==> src/rtl/rx_frame_ctrl.sv <==
// rx_frame_ctrl: oversampling UART receive sequencer. Deserializes one frame
// (start, 8 data bits LSB-first, optional parity, stop), strobes the fields to
// the downstream error checker, then holds the byte and its error flags in an
// output register offered over valid/ready, with sticky overrun detection.
module rx_frame_ctrl #(
  parameter int OVERSAMPLE = 16
) (
  input  logic       clock,
  input  logic       reset_n,
  input  logic       baud_tick,
  input  logic       rx,
  input  logic [1:0] parity_type,
  output logic       start_bit,
  output logic       parity_bit,
  output logic       stop_bit,
  output logic [7:0] raw_data,
  output logic       recieved_flag,
  input  logic [2:0] error_flag,
  output logic [7:0] rx_data,
  output logic [2:0] rx_err,
  output logic       rx_valid,
  input  logic       rx_ready,
  output logic       overrun,
  output logic       busy
);

  localparam int CW = $clog2(OVERSAMPLE);
  localparam logic [CW-1:0] HALF_LAST = CW'(OVERSAMPLE / 2 - 1);
  localparam logic [CW-1:0] FULL_LAST = CW'(OVERSAMPLE - 1);

  localparam logic [2:0] IDLE   = 3'd0;
  localparam logic [2:0] START  = 3'd1;
  localparam logic [2:0] DATA   = 3'd2;
  localparam logic [2:0] PARITY = 3'd3;
  localparam logic [2:0] STOP   = 3'd4;
  localparam logic [2:0] CHECK  = 3'd5;

  // Synchronizer and arming
  logic [1:0]    sync_reg;
  logic          rxs;
  logic [1:0]    primed_reg;
  logic          armed_reg;

  // Sequencer
  logic [2:0]    state_reg;
  logic [2:0]    state_next;
  logic [CW-1:0] cnt_reg;
  logic [2:0]    bit_idx_reg;
  logic          par_en_reg;
  logic          half_hit;
  logic          full_hit;
  logic          counting;

  // Frame fields
  logic          start_bit_reg;
  logic          parity_bit_reg;
  logic          stop_bit_reg;
  logic [7:0]    raw_data_reg;
  logic          recv_flag_reg;

  // Output register
  logic [7:0]    rx_data_reg;
  logic [2:0]    rx_err_reg;
  logic          rx_valid_reg;
  logic          overrun_reg;
  logic          transfer;

  assign rxs      = sync_reg[1];
  assign half_hit = baud_tick && (cnt_reg == HALF_LAST);
  assign full_hit = baud_tick && (cnt_reg == FULL_LAST);
  assign counting = (state_reg == START) || (state_reg == DATA) ||
                    (state_reg == PARITY) || (state_reg == STOP);
  assign transfer = rx_valid_reg && rx_ready;

  // Two-flop synchronizer on rx; idles high so reset looks like an idle line
  always_ff @(posedge clock or negedge reset_n) begin
    if (!reset_n) begin
      sync_reg <= 2'b11;
    end else begin
      sync_reg <= {sync_reg[0], rx};
    end
  end

  // Marks when the synchronizer holds real line samples rather than reset values
  always_ff @(posedge clock or negedge reset_n) begin
    if (!reset_n) begin
      primed_reg <= 2'b00;
    end else begin
      primed_reg <= {primed_reg[0], 1'b1};
    end
  end

  // Arm on an observed idle-high line in IDLE; disarm once a frame begins
  always_ff @(posedge clock or negedge reset_n) begin
    if (!reset_n) begin
      armed_reg <= 1'b0;
    end else if (state_reg != IDLE || state_next == START) begin
      armed_reg <= 1'b0;
    end else if (rxs && primed_reg[1]) begin
      armed_reg <= 1'b1;
    end
  end

  // Next-state decode for the frame sequencer
  always_comb begin
    state_next = state_reg;
    case (state_reg)
      IDLE: begin
        if (armed_reg && !rxs) begin
          state_next = START;
        end
      end
      START: begin
        if (half_hit) begin
          state_next = rxs ? IDLE : DATA;
        end
      end
      DATA: begin
        if (full_hit && bit_idx_reg == 3'd7) begin
          state_next = par_en_reg ? PARITY : STOP;
        end
      end
      PARITY: begin
        if (full_hit) begin
          state_next = STOP;
        end
      end
      STOP: begin
        if (full_hit) begin
          state_next = CHECK;
        end
      end
      CHECK:   state_next = IDLE;
      default: state_next = IDLE;
    endcase
  end

  // State register
  always_ff @(posedge clock or negedge reset_n) begin
    if (!reset_n) begin
      state_reg <= IDLE;
    end else begin
      state_reg <= state_next;
    end
  end

  // Tick counter: cleared on state change, wraps once per bit inside DATA
  always_ff @(posedge clock or negedge reset_n) begin
    if (!reset_n) begin
      cnt_reg <= '0;
    end else if (state_next != state_reg) begin
      cnt_reg <= '0;
    end else if (counting && baud_tick) begin
      cnt_reg <= (cnt_reg == FULL_LAST) ? '0 : cnt_reg + CW'(1);
    end
  end

  // Latch the parity mode and reset the bit index at frame start
  always_ff @(posedge clock or negedge reset_n) begin
    if (!reset_n) begin
      par_en_reg  <= 1'b0;
      bit_idx_reg <= 3'd0;
    end else if (state_reg == IDLE && state_next == START) begin
      par_en_reg  <= (parity_type == 2'b01) || (parity_type == 2'b10);
      bit_idx_reg <= 3'd0;
    end else if (state_reg == DATA && full_hit) begin
      bit_idx_reg <= bit_idx_reg + 3'd1;
    end
  end

  // Frame field capture at each bit's sample point
  always_ff @(posedge clock or negedge reset_n) begin
    if (!reset_n) begin
      start_bit_reg  <= 1'b0;
      parity_bit_reg <= 1'b1;
      stop_bit_reg   <= 1'b1;
      raw_data_reg   <= 8'h00;
    end else begin
      case (state_reg)
        IDLE: begin
          // Frames without a parity bit present a neutral parity of 1
          if (state_next == START &&
              !((parity_type == 2'b01) || (parity_type == 2'b10))) begin
            parity_bit_reg <= 1'b1;
          end
        end
        START: begin
          if (half_hit && !rxs) begin
            start_bit_reg <= rxs;
          end
        end
        DATA: begin
          if (full_hit) begin
            raw_data_reg[bit_idx_reg] <= rxs;
          end
        end
        PARITY: begin
          if (full_hit) begin
            parity_bit_reg <= rxs;
          end
        end
        STOP: begin
          if (full_hit) begin
            stop_bit_reg <= rxs;
          end
        end
        default: ;
      endcase
    end
  end

  // Registered CHECK decode so the strobe is a clean single-cycle pulse
  always_ff @(posedge clock or negedge reset_n) begin
    if (!reset_n) begin
      recv_flag_reg <= 1'b0;
    end else begin
      recv_flag_reg <= (state_next == CHECK);
    end
  end

  // Output word register with valid/ready handshake and sticky overrun
  always_ff @(posedge clock or negedge reset_n) begin
    if (!reset_n) begin
      rx_data_reg  <= 8'h00;
      rx_err_reg   <= 3'b000;
      rx_valid_reg <= 1'b0;
      overrun_reg  <= 1'b0;
    end else if (state_reg == CHECK) begin
      rx_data_reg  <= raw_data_reg;
      rx_err_reg   <= error_flag;
      rx_valid_reg <= 1'b1;
      if (rx_valid_reg && !rx_ready) begin
        overrun_reg <= 1'b1;
      end else if (transfer) begin
        overrun_reg <= 1'b0;
      end
    end else if (transfer) begin
      rx_valid_reg <= 1'b0;
      overrun_reg  <= 1'b0;
    end
  end

  assign start_bit     = start_bit_reg;
  assign parity_bit    = parity_bit_reg;
  assign stop_bit      = stop_bit_reg;
  assign raw_data      = raw_data_reg;
  assign recieved_flag = recv_flag_reg;
  assign rx_data       = rx_data_reg;
  assign rx_err        = rx_err_reg;
  assign rx_valid      = rx_valid_reg;
  assign overrun       = overrun_reg;
  assign busy          = (state_reg != IDLE);

endmodule
==> config.mk <==
export PLATFORM = sky130hd
export DESIGN_NAME = rx_frame_ctrl
export DESIGN_NICKNAME = d
export VERILOG_FILES = /design/src/rtl/rx_frame_ctrl.sv
export SDC_FILE = /design/constraint.sdc
export NUM_CORES = 1
export LEC_CHECK = 0
export ABC_CLOCK_PERIOD_IN_PS = 2180
export CELL_PAD_IN_SITES_DETAIL_PLACEMENT = 1
export CELL_PAD_IN_SITES_GLOBAL_PLACEMENT = 2
export CORE_AREA = 2 2 74 83
export DETAILED_ROUTE_END_ITERATION = 16
export DIE_AREA = 0 0 76 85
export PLACE_DENSITY_LB_ADDON = 0.15
export SYNTH_ARGS = -nofsm -noshare
export SYNTH_HDL_FRONTEND = slang
export SYNTH_SLANG_ARGS = --single-unit
==> constraint.sdc <==
create_clock -name clock -period 2.18 [get_ports clock]
set_clock_uncertainty 0.1 [all_clocks]
set_input_delay 0.545 -clock clock [delete_from_list [all_inputs] [get_ports clock]]
set_output_delay 0.545 -clock clock [all_outputs]
set_load 0.005 [all_outputs]
==> impl_results.md, run 1 <==
* Outcome: finished clean
* Multi-input logic area at 795.8 um2
* Non-filler cells, final at 271
* Max transition margin at 0.6586
* Worst vdd ir at 0.0004535 V
* Worst Hold Class: primary input to async pin
* Avg Vias per Cell at about 4.9
* Min Hold Slack at 103.9 ps
* Post-synth top cells: dfrtp_1, mux2_2, nor2_1
* # hold bufs at CTS at 0
* Synth area leaders: dfrtp_1, mux2_2, dfstp_2, nor3b_2, mux2i_1
* Mapped Area at 1876 um2
* Pwr/cell area at 885.7 nW/um2
* WL per Instance at 15.28 um
* Total global-route track usage at 0.1424
* I/O pins at 36
* Crit-path max FO at 5
* Tcrit/Tclk final at 0.9403
* Synth top area share at 0.4937
* Die H at 85 um
* CTS tree: yes
* Async S/R FF share, synth at 1.000
* # DRC at 0
* Unrepaired setup endpoints after global routing: no
* Largest net degree at the start of global routing at 23
* Reg clk slew, reported paths at 90 ps
* Filler instances at 626
* Arr. time, crit path at 1400 ps
* Clk sink count at a little over 40
* Final Hold Fails at 0
* First-pass iteration count of the detailed router at 4
* First-pass GRT wire length at just over 7000 um
* Library cells used by synthesis at 43
* Register area at 1031 um2
* Seq cells post-synth at 41
* Layout Utilization at 0.4347
* Port Buffer Count at 35
* Nets at 207
* Die Wd at approximately 76 um
* Post-synth EDFFs at 0
* Final antenna-violating net count at 0
* Starting density of the core at 0.3335
* Max_cap viols at 0
* Synth Net Count at 164
* Clock Path Buffers at 2
* Syn Inst Count at 151
* CP endpoint kind: output port
* Die Area at 6460 um2
* Worst-Skew Late Latency at around 300 ps
* Setup crit start: state_reg[0]$_DFF_PN0_
* Core box area at between 5000 and 6000 um2
* Crit start category: register
* Crit path time final at between 2000 and 2500 ps
* Worst flop-to-flop path startpoint: cnt_reg[0]$_DFFE_PN0P_
* # setup viols final at 0
* Initial DRC count at 48
* Worst endpoint required time at 1530 ps
* CTS Buf Count at 5
* Avg Cell Area, Syn at 12.42 um2
* Row cnt at 29
* Post-Place Cells at 264
* Synth-to-layout area growth at 30.35%
* Synth Warn # at 0
* Vias in the first global route at ~1500
* Register area share after synthesis at 0.5497
* RD Place Congestion at between 0.7 and 0.8
* Vias at 1326
* Biggest area consumer among synthesized cells: dfrtp_1
* WL final at 4140 um
* Dpl hpwl at 3021 um
* FMAX at about 490 MHz
* Initial antenna violation count at 0
* Antenna fix cells at 0
* Least-Margin Pin Slew at 510.9 ps
* WS Path Type: register to output port
* Main synth FF type: dfrtp_1
* Root buf cell: clkbuf_8
* LEAKAGE at 1.120 nW
* Max Slew Vio Count at 0
* H-tree Lvls at 2
* Share of layout cells above drive strength 1 at 0.2680
* Count leader, synth: dfrtp_1
* GR Overflow Total at 0
* Post-CTS setup buffers at 0
[repair_timing]
action,in CTS,in global routing
hold endpoints to repair,0,0
gates resized for setup,2,0
endpoints found under the setup margin,1,0
[area by class of cell]
cell class / count / share of cell area
Inverter: 2 / 0.003071
Tap cell: 77 / 0.03941
Multi-Input combinational cell: 100 / 0.3255
Sequential cell: 41 / 0.4217
Clock buffer: 6 / 0.03378
Clock inverter: 1 / 0.003071
Timing Repair Buffer: 44 / 0.1735
[kinds of logic after synthesis]
| kind of cell | Yosys count | share of synthesized area |
|---|---|---|
| flops | 41 | 0.5497 |
| mux | 24 | 0.1414 |
| other cells | 1 | 0.001999 |
| fa+ha+maj | 3 | 0.02002 |
| compound gates | 22 | 0.07538 |
| xor+xnor | 3 | 0.01401 |
| buf+inv | 10 | 0.02869 |
| simple gates | 47 | 0.1688 |
[worst max-delay path, cell delays in order, from the launching register on]
cell and delay [ps]:
dfrtp_1 390, or3_4 430, dlygate4sd2_1 290
[placed cells by master, fill, tap and decap left out, types with 5 or more instances in the layout]
master           count
a21oi_1              5
buf_4                8
clkbuf_8             6
clkdlybuf4s50_1     33
dfrtp_1             37
mux2_2              19
nand2_1              6
nor2_1               7
nor2b_1              6
o21ai_0              5
[where the power goes]
part / total (W) / switching [W] / internal [W] / leakage (nW)
logic: 0.000647 / 0.000313 / 0.000334 / 0.540
registers: 0.00100 / 0.000107 / 0.000895 / 0.537
clock network: 0.000517 / 0.000266 / 0.000250 / 0.0433
total: 0.00217 / 0.000686 / 0.00148 / 1.12
[routing by layer]
metal | vias up | track usage | wire [um]
met1 | 672 | 0.1780 | 1810
met2 | 24 | 0.2386 | 2109
li1 | 626 | - | -
met3 | 4 | 0.04043 | 170
met4 | 0 | 0.04959 | 49
met5 | - | 0 | 0
[worst paths after layout]
kind | slack, ps | cells past startpoint | to
max | 130 | 2 | busy
min in group clock | 250 | 0 | primed_reg[1]$_DFF_PN0_
max reg2reg | 210 | 5 | raw_data[4]$_DFFE_PN0P_
max in group asynchronous | 1300 | 2 | sync_reg[1]$_DFF_PN1_
min | 100 | 1 | bit_idx_reg[1]$_DFFE_PN0P_
min reg2reg | 250 | 0 | primed_reg[1]$_DFF_PN0_
[stage by stage]
step / worst slack [ps] / TNS [ps] / total power (W) / cell area, um2
detailed placement: -162.4 / -1201 / 0.001668 / 2351
finish: 130.2 / 0 / 0.002165 / 2445
CTS: 113.8 / 0 / 0.002200 / 2445
global route: 50.11 / 0 / 0.002310 / 2445
global placement: -114.8 / -902.8 / 0.001641 / 2351
floorplan: 375.9 / 0 / 0.001391 / 1876
(Power assumes the default switching activity.)
==> run 2: changes to the inputs <==
--- a/config.mk
+++ b/config.mk
@@ -8,9 +8,9 @@
 export ABC_CLOCK_PERIOD_IN_PS = 2180
 export CELL_PAD_IN_SITES_DETAIL_PLACEMENT = 1
 export CELL_PAD_IN_SITES_GLOBAL_PLACEMENT = 2
-export CORE_AREA = 2 2 74 83
+export CORE_AREA = 3 3 75 84
 export DETAILED_ROUTE_END_ITERATION = 16
-export DIE_AREA = 0 0 76 85
+export DIE_AREA = 0 0 78 87
 export PLACE_DENSITY_LB_ADDON = 0.15
 export SYNTH_ARGS = -nofsm -noshare
 export SYNTH_HDL_FRONTEND = slang
==> impl_results.md, run 2 (synthesis results as in run 1) <==
* Total Power at 0.002270 W
* Int Pwr at 0.001600 W
* CTS Buf Count at 5
* Share of layout cells above drive strength 1 at 0.2667
* Vias at 1330
* Root buf cell: clkbuf_8
* Seq pwr share at 0.441
* Total global-route track usage at 0.1358
* LEAKAGE at between 1 and 1.5 nW
* Die Area at just under 7000 um2
* Final Worst Setup Slack at just over 100 ps
* WL final at 4152 um
* Worst Hold Class: primary input to async pin
* Crit path time final at 2078 ps
* Die H at 87 um
* # DRC at 0
* Core box area at roughly 5500 um2
* Tcrit/Tclk final at 0.9533
* Layout Utilization at 0.4494
* Row cnt at 28
* Final Hold Fails at 0
* Synth-to-layout area growth at 30.95%
* CTS tree: yes
* Unrepaired setup endpoints after global routing: no
* Max transition margin at 0.6343
* Vias in the first global route at 1508
* Nets at 207
* Sw frac at 0.2955
* Starting density of the core at 0.3432
* # hold bufs at CTS at 0
* CP endpoint kind: register
* Avg Vias per Cell at about 4.9
* Die Wd at 78 um
* Initial antenna violation count at 0
* Antenna fix cells at 0
* I/O pins at 36
* H-tree Lvls at 2
* Least-Margin Pin Slew at 548.6 ps
* Max_cap viols at 0
* Crit-path max FO at 6
* Sw Pwr at 0.0006708 W
* Clk sink count at just over 40
* Final antenna-violating net count at 0
* Worst endpoint required time at 2250 ps
* Worst flop-to-flop path startpoint: cnt_reg[0]$_DFFE_PN0P_
* Dpl hpwl at a little over 3000 um
* Outcome: finished clean
* Worst-Skew Late Latency at 290 ps
* WS Path Type: primary input to register
* Largest net degree at the start of global routing at 24
* Pwr/cell area at just over 900 nW/um2
* GR Overflow Total at 0
* # setup viols final at 0
* Initial DRC count at 30
* Reg clk slew, reported paths at around 80 ps
* Port Buffer Count at 35
* Crit start category: primary input
* Clock power frac at 0.276
* Max Slew Vio Count at 0
* Post-Place Worst Slack at -189.9 ps
* Worst vdd ir at 0.0004747 V
* R2r setup slk at 220 ps
* Arr. time, crit path at between 2000 and 2500 ps
* Commonest non-fill, non-tap cell in the layout: dfrtp_1
* RD Place Congestion at 0.7631
* Comb pwr share at 0.283
* FMAX at about 480 MHz
* First-pass GRT wire length at ~7200 um
* Clock Path Buffers at 2
* First-pass iteration count of the detailed router at 4
* WL per Instance at 15.38 um
* Setup crit start: baud_tick
* Commonest non-fill, non-tap cells in the layout: dfrtp_1, clkdlybuf4s50_1, mux2_2, buf_4, nor2_1
[run 2: repair_timing]
action                     CTS  global route
setup buffers                0             0
setup endpoints to repair    1             0
resized for setup            2             0
[run 2: power by group through the flow]
stage	registers, W	clock network (W)	logic, W
global route	0.00102	0.000682	0.000718
detailed placement	0.00102	0	0.000653
global placement	0.00100	0	0.000628
finish	0.00100	0.000626	0.000642
floorplan	0.000988	0	0.000403
CTS	0.00100	0.000654	0.000659
[run 2: final cells by class]
type / instances / area, um2
fill: 601 / 3009
inverter: 2 / 7.507
timing repair buffer: 44 / 411.6
multi-input combinational: 100 / 795.8
tap: 75 / 93.84
sequential: 41 / 1031
clock inverter: 1 / 30.03
clock buffer: 7 / 86.33
[run 2: stage by stage]
stage / area (um2) / setup TNS, ps / hold slack (ps) / std cells
after floorplan: 1876 / 0 / 149.4 / 151
after global placement: 2336 / -1475 / 233.4 / 262
after detailed placement: 2336 / -1806 / 236.3 / 262
after CTS: 2456 / 0 / 152.0 / 270
after global routing: 2456 / 0 / 164.7 / 270
final: 2456 / 0 / 138.3 / 270
[run 2: path summary, 6_finish.rpt]
check,to,depth (start not counted)
setup / recovery,raw_data[2]$_DFFE_PN0P_,5
hold / removal,bit_idx_reg[0]$_DFFE_PN0P_,1
setup reg to reg,raw_data[2]$_DFFE_PN0P_,5
hold reg to reg,primed_reg[1]$_DFF_PN0_,0
max in group asynchronous,raw_data[4]$_DFFE_PN0P_,2
min in group clock,primed_reg[1]$_DFF_PN0_,0
[run 2: metal layers]
layer | vias to the layer above | wire (um) | GRT usage | part of all wire
met3 | 5 | 176 | 0.03830 | 0.042
met1 | 675 | 1748 | 0.1539 | 0.42
met5 | - | 0 | 0 | 0
met2 | 27 | 2160 | 0.2445 | 0.52
li1 | 623 | - | - | -
met4 | 0 | 65 | 0.04769 | 0.016
[run 2: worst max-delay path, cell delays in order]
cell             delay [ps]
clkdlybuf4s50_1         580
and4_4                  280
nand4b_2                190
nor3b_2                 230
mux2_1                  330
==> edit 1 (flow settings as in run 2) <==
The output `recieved_flag` loses its register stage (`recv_flag_reg` becomes a continuous assignment).
--- a/src/rtl/rx_frame_ctrl.sv
+++ b/src/rtl/rx_frame_ctrl.sv
@@ -211,11 +211,5 @@
 
   // Registered CHECK decode so the strobe is a clean single-cycle pulse
-  always_ff @(posedge clock or negedge reset_n) begin
-    if (!reset_n) begin
-      recv_flag_reg <= 1'b0;
-    end else begin
-      recv_flag_reg <= (state_next == CHECK);
-    end
-  end
+  assign recv_flag_reg = (state_next == CHECK);
 
   // Output word register with valid/ready handshake and sticky overrun
Check against the original RTL: no difference found for any inputs over 10 cycles, from zero or initial values and one cycle with reset_n low; that may be too few to reach the edited logic, so the function may still have changed.
==> edit 1 against run 2 <==
Sequential cell count shrank 1; worst setup slack got worse by 0.012 ns; combinational power increased by 13%; first-iteration DRC count decreased by 33%; synthesized area decreased by 0.47%; power down 3.1%; design area increased by 0.66%; wire length is 0.26% lower; final cell count up 3.7%; highest routed layer unchanged.
==> edit 1: results (changes against run 2) <==
- Run status: completed
- Largest net degree at the start of global routing: 23 (-4.2%)
- Xor/xnor share of the synthesized area: 1.88% (+0.48 points)
- # H-tree levels: 2 (unchanged)
- Hold WC Path Type: input pin to asynchronous set/reset pin
- Arr. time, crit path: 1.45 ns (-0.70 ns)
- CP max stage cell: dfrtp_1
- Initial antenna violation count: 0 (unchanged)
- Reg clk slew, reported paths: 0.09 ns
- Top delay family on crit path: buffers and inverters
- ANT cells: 0 (unchanged)
- Dpl ws: -0.443 ns (-0.253 ns)
- Vias in the first global route: 1502 (-0.40%)
- Setup WS post-layout: 0.0896 ns (-0.0122 ns)
- VDD IR max: 0.000346 V (-27%)
- Port buffer count: 35 (unchanged)
- Register area share after synthesis: 53.9% (-1.1 points)
- Most instantiated cells after synthesis: 36 x dfrtp_1, 17 x mux2_2, 9 x nand2_1
- Rel. slew slack: 66.0% (+2.6 points)
- Mux share of post-synthesis cell area: 13.1% (-1.0 points)
- Post-detail-place hpwl: 3140 um (+2.2%)
- Fin nets: 217 (+4.8%)
- Clk Latency, worst-skew pair: 0.29 ns (about the same)
- Slowest stage delay, CP: 0.38 ns (-0.20 ns)
- Syn Nets: 168 (+2.4%)
- Root Driver: clkbuf_8
- Initial DRC Count: 20 (-33%)
- Post-synth cell types: 42 (-2.3%)
- Synth Area in Compound Gates: 7.57% (+0.035 points)
- Fill cells: 605 (+0.67%)
- Placer congestion estimate: 0.783 (+2.7%)
- Leak pwr: 1.11 nW (-1.9%)
- Main synth FF type: dfrtp_1
- Worst-path maximum fanout: 11 (+5)
- Yosys Warn Count: 0 (unchanged)
- Vias: 1364 (+2.6%)
- R2r setup slk: 0.26 ns (+0.04 ns)
- Total CTS buffers: 5 (unchanged)
- First-pass GRT wire length: 7110 um (-1.2%)
- Placed Area: 2360 sq um (+1.2%)
- WL/cell: 14.8 um (-3.8%)
- Asr flop ratio synth: 100% (unchanged)
- Adder-Cell Fraction of Synth Area: 2.01% (+0.0094 points)
- Hold WS: 0.117 ns (-0.0213 ns)
- Largest cells by area after synthesis: dfrtp_1 48%, mux2_2 10%, dfstp_2 5.6%
- Share of layout cells above drive strength 1: 27.3% (+0.65 points)
- Buffer depth of the longest clock path: 2 (unchanged)
- GRT Util Overall: 13.2% (-0.39 points)
- Drt pass-1 iters: 3 (-1)
edit 1: final cells by class:
class | count | area, sq um | share of cell area [%]
tap | 75 | 93.8 | 3.80
multi-input combinational | 101 | 776 | 31.4
clock inverter | 2 | 13.8 | 0.557
sequential | 40 | 1010 | 40.7
inverter | 2 | 7.51 | 0.304
clock buffer | 6 | 82.6 | 3.34
timing repair buffer | 54 | 493 | 19.9
edit 1: power breakdown:
part	switching [mW]	leakage [nW]	total [mW]	internal, mW
clock	0.261	0.0516	0.520	0.259
combinational	0.346	0.534	0.728	0.382
sequential	0.0759	0.523	0.953	0.877
edit 1: worst register-to-register path, stage by stage (launching register included):
cell and delay [ns]:
dfrtp_1 0.35, ha_1 0.18, buf_4 0.14, and4_4 0.26, nand3_4 0.12, nor4b_1 0.30
mux2_2 0.37
edit 1: cells by family after synthesis:
group           count (synthesis)
flops                          40
simple gates                   48
mux                            22
fa+ha+maj                       3
other cells                     1
xor+xnor                        4
compound gates                 23
buf+inv                        14
edit 1: timing repair:
item                       in CTS  in global routing
setup endpoints to repair       2                  0
resized for setup               7                  0
hold buffers                    0                  0
setup buffers                   2                  0
edit 1: metrics by stage:
| stage | cells | utilization, % |
|---|---|---|
| after floorplan | 155 | - |
| after global placement | 270 | 43.2 |
| after detailed placement | 270 | 43.2 |
| after CTS | 280 | 45.2 |
| after global routing | 280 | 45.2 |
| final | 280 | 45.2 |
edit 1: worst paths after layout:
check                        startpoint            end  cells after the start
max in group asynchronous       reset_n    sync_reg[0]                      2
min in group clock          sync_reg[0]    sync_reg[1]                      0
setup / recovery           state_reg[1]           busy                      3
setup reg to reg             cnt_reg[0]    raw_data[4]                      6
hold / removal                  reset_n  primed_reg[0]                      1
hold reg to reg             sync_reg[0]    sync_reg[1]                      0
edit 1: metal layers:
metal	GRT usage, %	wire, um	vias up
met3	3.62	162	10
met2	23.7	2150	24
met4	5.09	93	0
met1	14.9	1730	675
met5	0	0	-
li1	-	-	655
==> edit 2 (config.mk and constraints of run 2) <==
Without the edit above. `OVERSAMPLE`: 16 -> 8.
--- a/src/rtl/rx_frame_ctrl.sv
+++ b/src/rtl/rx_frame_ctrl.sv
@@ -4,5 +4,5 @@
 // output register offered over valid/ready, with sticky overrun detection.
 module rx_frame_ctrl #(
-  parameter int OVERSAMPLE = 16
+  parameter int OVERSAMPLE = 8
 ) (
   input  logic       clock,
Function: changed (a bounded check fails within 10 cycles, from zero or initial values and one cycle with reset_n low).
==> edit 2 against run 2 <==
Fmax rose by 2.4%; sequential cell count fell by 1; non-clock buffer count rose by 1; worst setup slack improved by 0.048 ns; final cell count fell by 1.9%; critical path depth fell by 3; power fell by 13%; via count fell by 2.4%; wire length fell by 3.8%; synthesized area fell by 4.6%; design area fell by 2.1%; sequential power fell by 13%; first-iteration DRC count rose by 73%; critical path type is now register to output port.
==> edit 2: results (changes against run 2) <==
- Run status: completed
- Largest cells by area after synthesis: dfrtp_1 50%, mux2_2 13%, dfstp_2 5.9%
- Post-Place Cells: 257 (-1.9%)
- Register area share after synthesis: 56.2% (+1.3 points)
- Arr. time, crit path: 1.39 ns (-0.76 ns)
- Vias in the first global route: 1377 (-8.7%)
- Most instantiated cells after synthesis: 36 x dfrtp_1, 21 x mux2_2, 13 x nand2_1
- Syn Area/Cell: 12.5 sq um (+0.73%)
- Slowest stage delay, CP: 0.43 ns (-0.15 ns)
- Placer congestion estimate: 0.802 (+5.0%)
- R2r worst-path depth: 7 (+2)
- Initial DRC Count: 52 (+73%)
- Syn Nets: 158 (-3.7%)
- VDD IR max: 0.000371 V (-22%)
- Post-detail-place hpwl: 2960 um (-3.8%)
- WL/cell: 15.1 um (-2.0%)
- Fill cells: 608 (+1.2%)
- Vias per cell: 4.90 (-0.56%)
- First-pass GRT wire length: 6800 um (-5.5%)
- CP max stage cell: or3_4
- Largest net degree at the start of global routing: 22 (-8.3%)
- Dpl ws: -0.0304 ns (+0.159 ns)
- Fin nets: 204 (-1.4%)
- GRT Util Overall: 12.7% (-0.83 points)
- Share of layout cells above drive strength 1: 26.3% (-0.35 points)
- Leak pwr: 1.07 nW (-5.0%)
==> edit 2: cell types whose count changed in the layout (fill, tap and decap cells not counted), sizes merged, moves of 4 or more <==
| cell | run 2 | this run |
|---|---|---|
| nand2 | 6 | 13 |
| nor3 | 6 | 2 |
| nor2b | 6 | 1 |
| mux2i | 4 | 0 |
==> edit 2: repair_timing <==
item | CTS | global route
pin swaps | 0 | 0
setup endpoints to repair | 1 | 1
gates resized for setup | 1 | 1
gates cloned | 0 | 0
hold buffers | 0 | 0
==> edit 2: area by class of cell <==
| class | count | share of cell area [%] |
|---|---|---|
| clock inverters | 1 | 1.25 |
| clock buffers | 7 | 4.01 |
| flip-flops and latches | 40 | 41.9 |
| repair buffers | 45 | 18.0 |
| inverters | 3 | 0.469 |
| well taps | 75 | 3.90 |
| multi-input cells | 94 | 30.6 |
==> edit 2: routing by layer <==
metal / up-vias / global-route usage [%] / wire, um
met3: 2 / 3.21 / 174
met1: 664 / 16.2 / 1750
li1: 600 / - / -
met5: - / 0 / 0
met4: 0 / 4.13 / 25
met2: 32 / 21.3 / 2040
==> edit 2: kinds of logic (layout without fill, tap and decap cells) <==
| family | Yosys count | in the layout | synth area share [%] |
|---|---|---|---|
| and+or+nand+nor | 45 | 45 | 15.0 |
| DFF | 40 | 40 | 56.2 |
| muxes | 22 | 22 | 13.8 |
| buffers and inverters | 9 | 56 | 2.87 |
| AOI/OAI and AO/OA | 19 | 19 | 7.41 |
| adders and majority gates | 5 | 5 | 3.50 |
| xor gates and xnor gates | 2 | 2 | 0.979 |
| other | 1 | 1 | 0.210 |
==> edit 2: final timing paths <==
check / from / endpoint / slack (ns)
min in group clock: sync_reg[0] / sync_reg[1] / 0.26
worst min-delay path: reset_n / cnt_reg[2] / 0.11
worst max register to register: cnt_reg[0] / raw_data[6] / 0.21
worst max-delay path: state_reg[2] / busy / 0.15
worst min register to register: sync_reg[0] / sync_reg[1] / 0.26
max in group asynchronous: reset_n / stop_bit / 1.31
==> edit 2: per-stage QoR <==
stage	hold WS (ns)	instance area, sq um
floorplan	0.149	1790
global placement	0.233	2280
detailed placement	0.247	2280
CTS	0.126	2400
global route	0.148	2400
finish	0.111	2400
==> edit 2: power breakdown <==
| group | total, mW | internal (mW) | switching [mW] |
|---|---|---|---|
| logic | 0.444 | 0.219 | 0.225 |
| registers | 0.875 | 0.823 | 0.0524 |
| clock network | 0.659 | 0.404 | 0.255 |
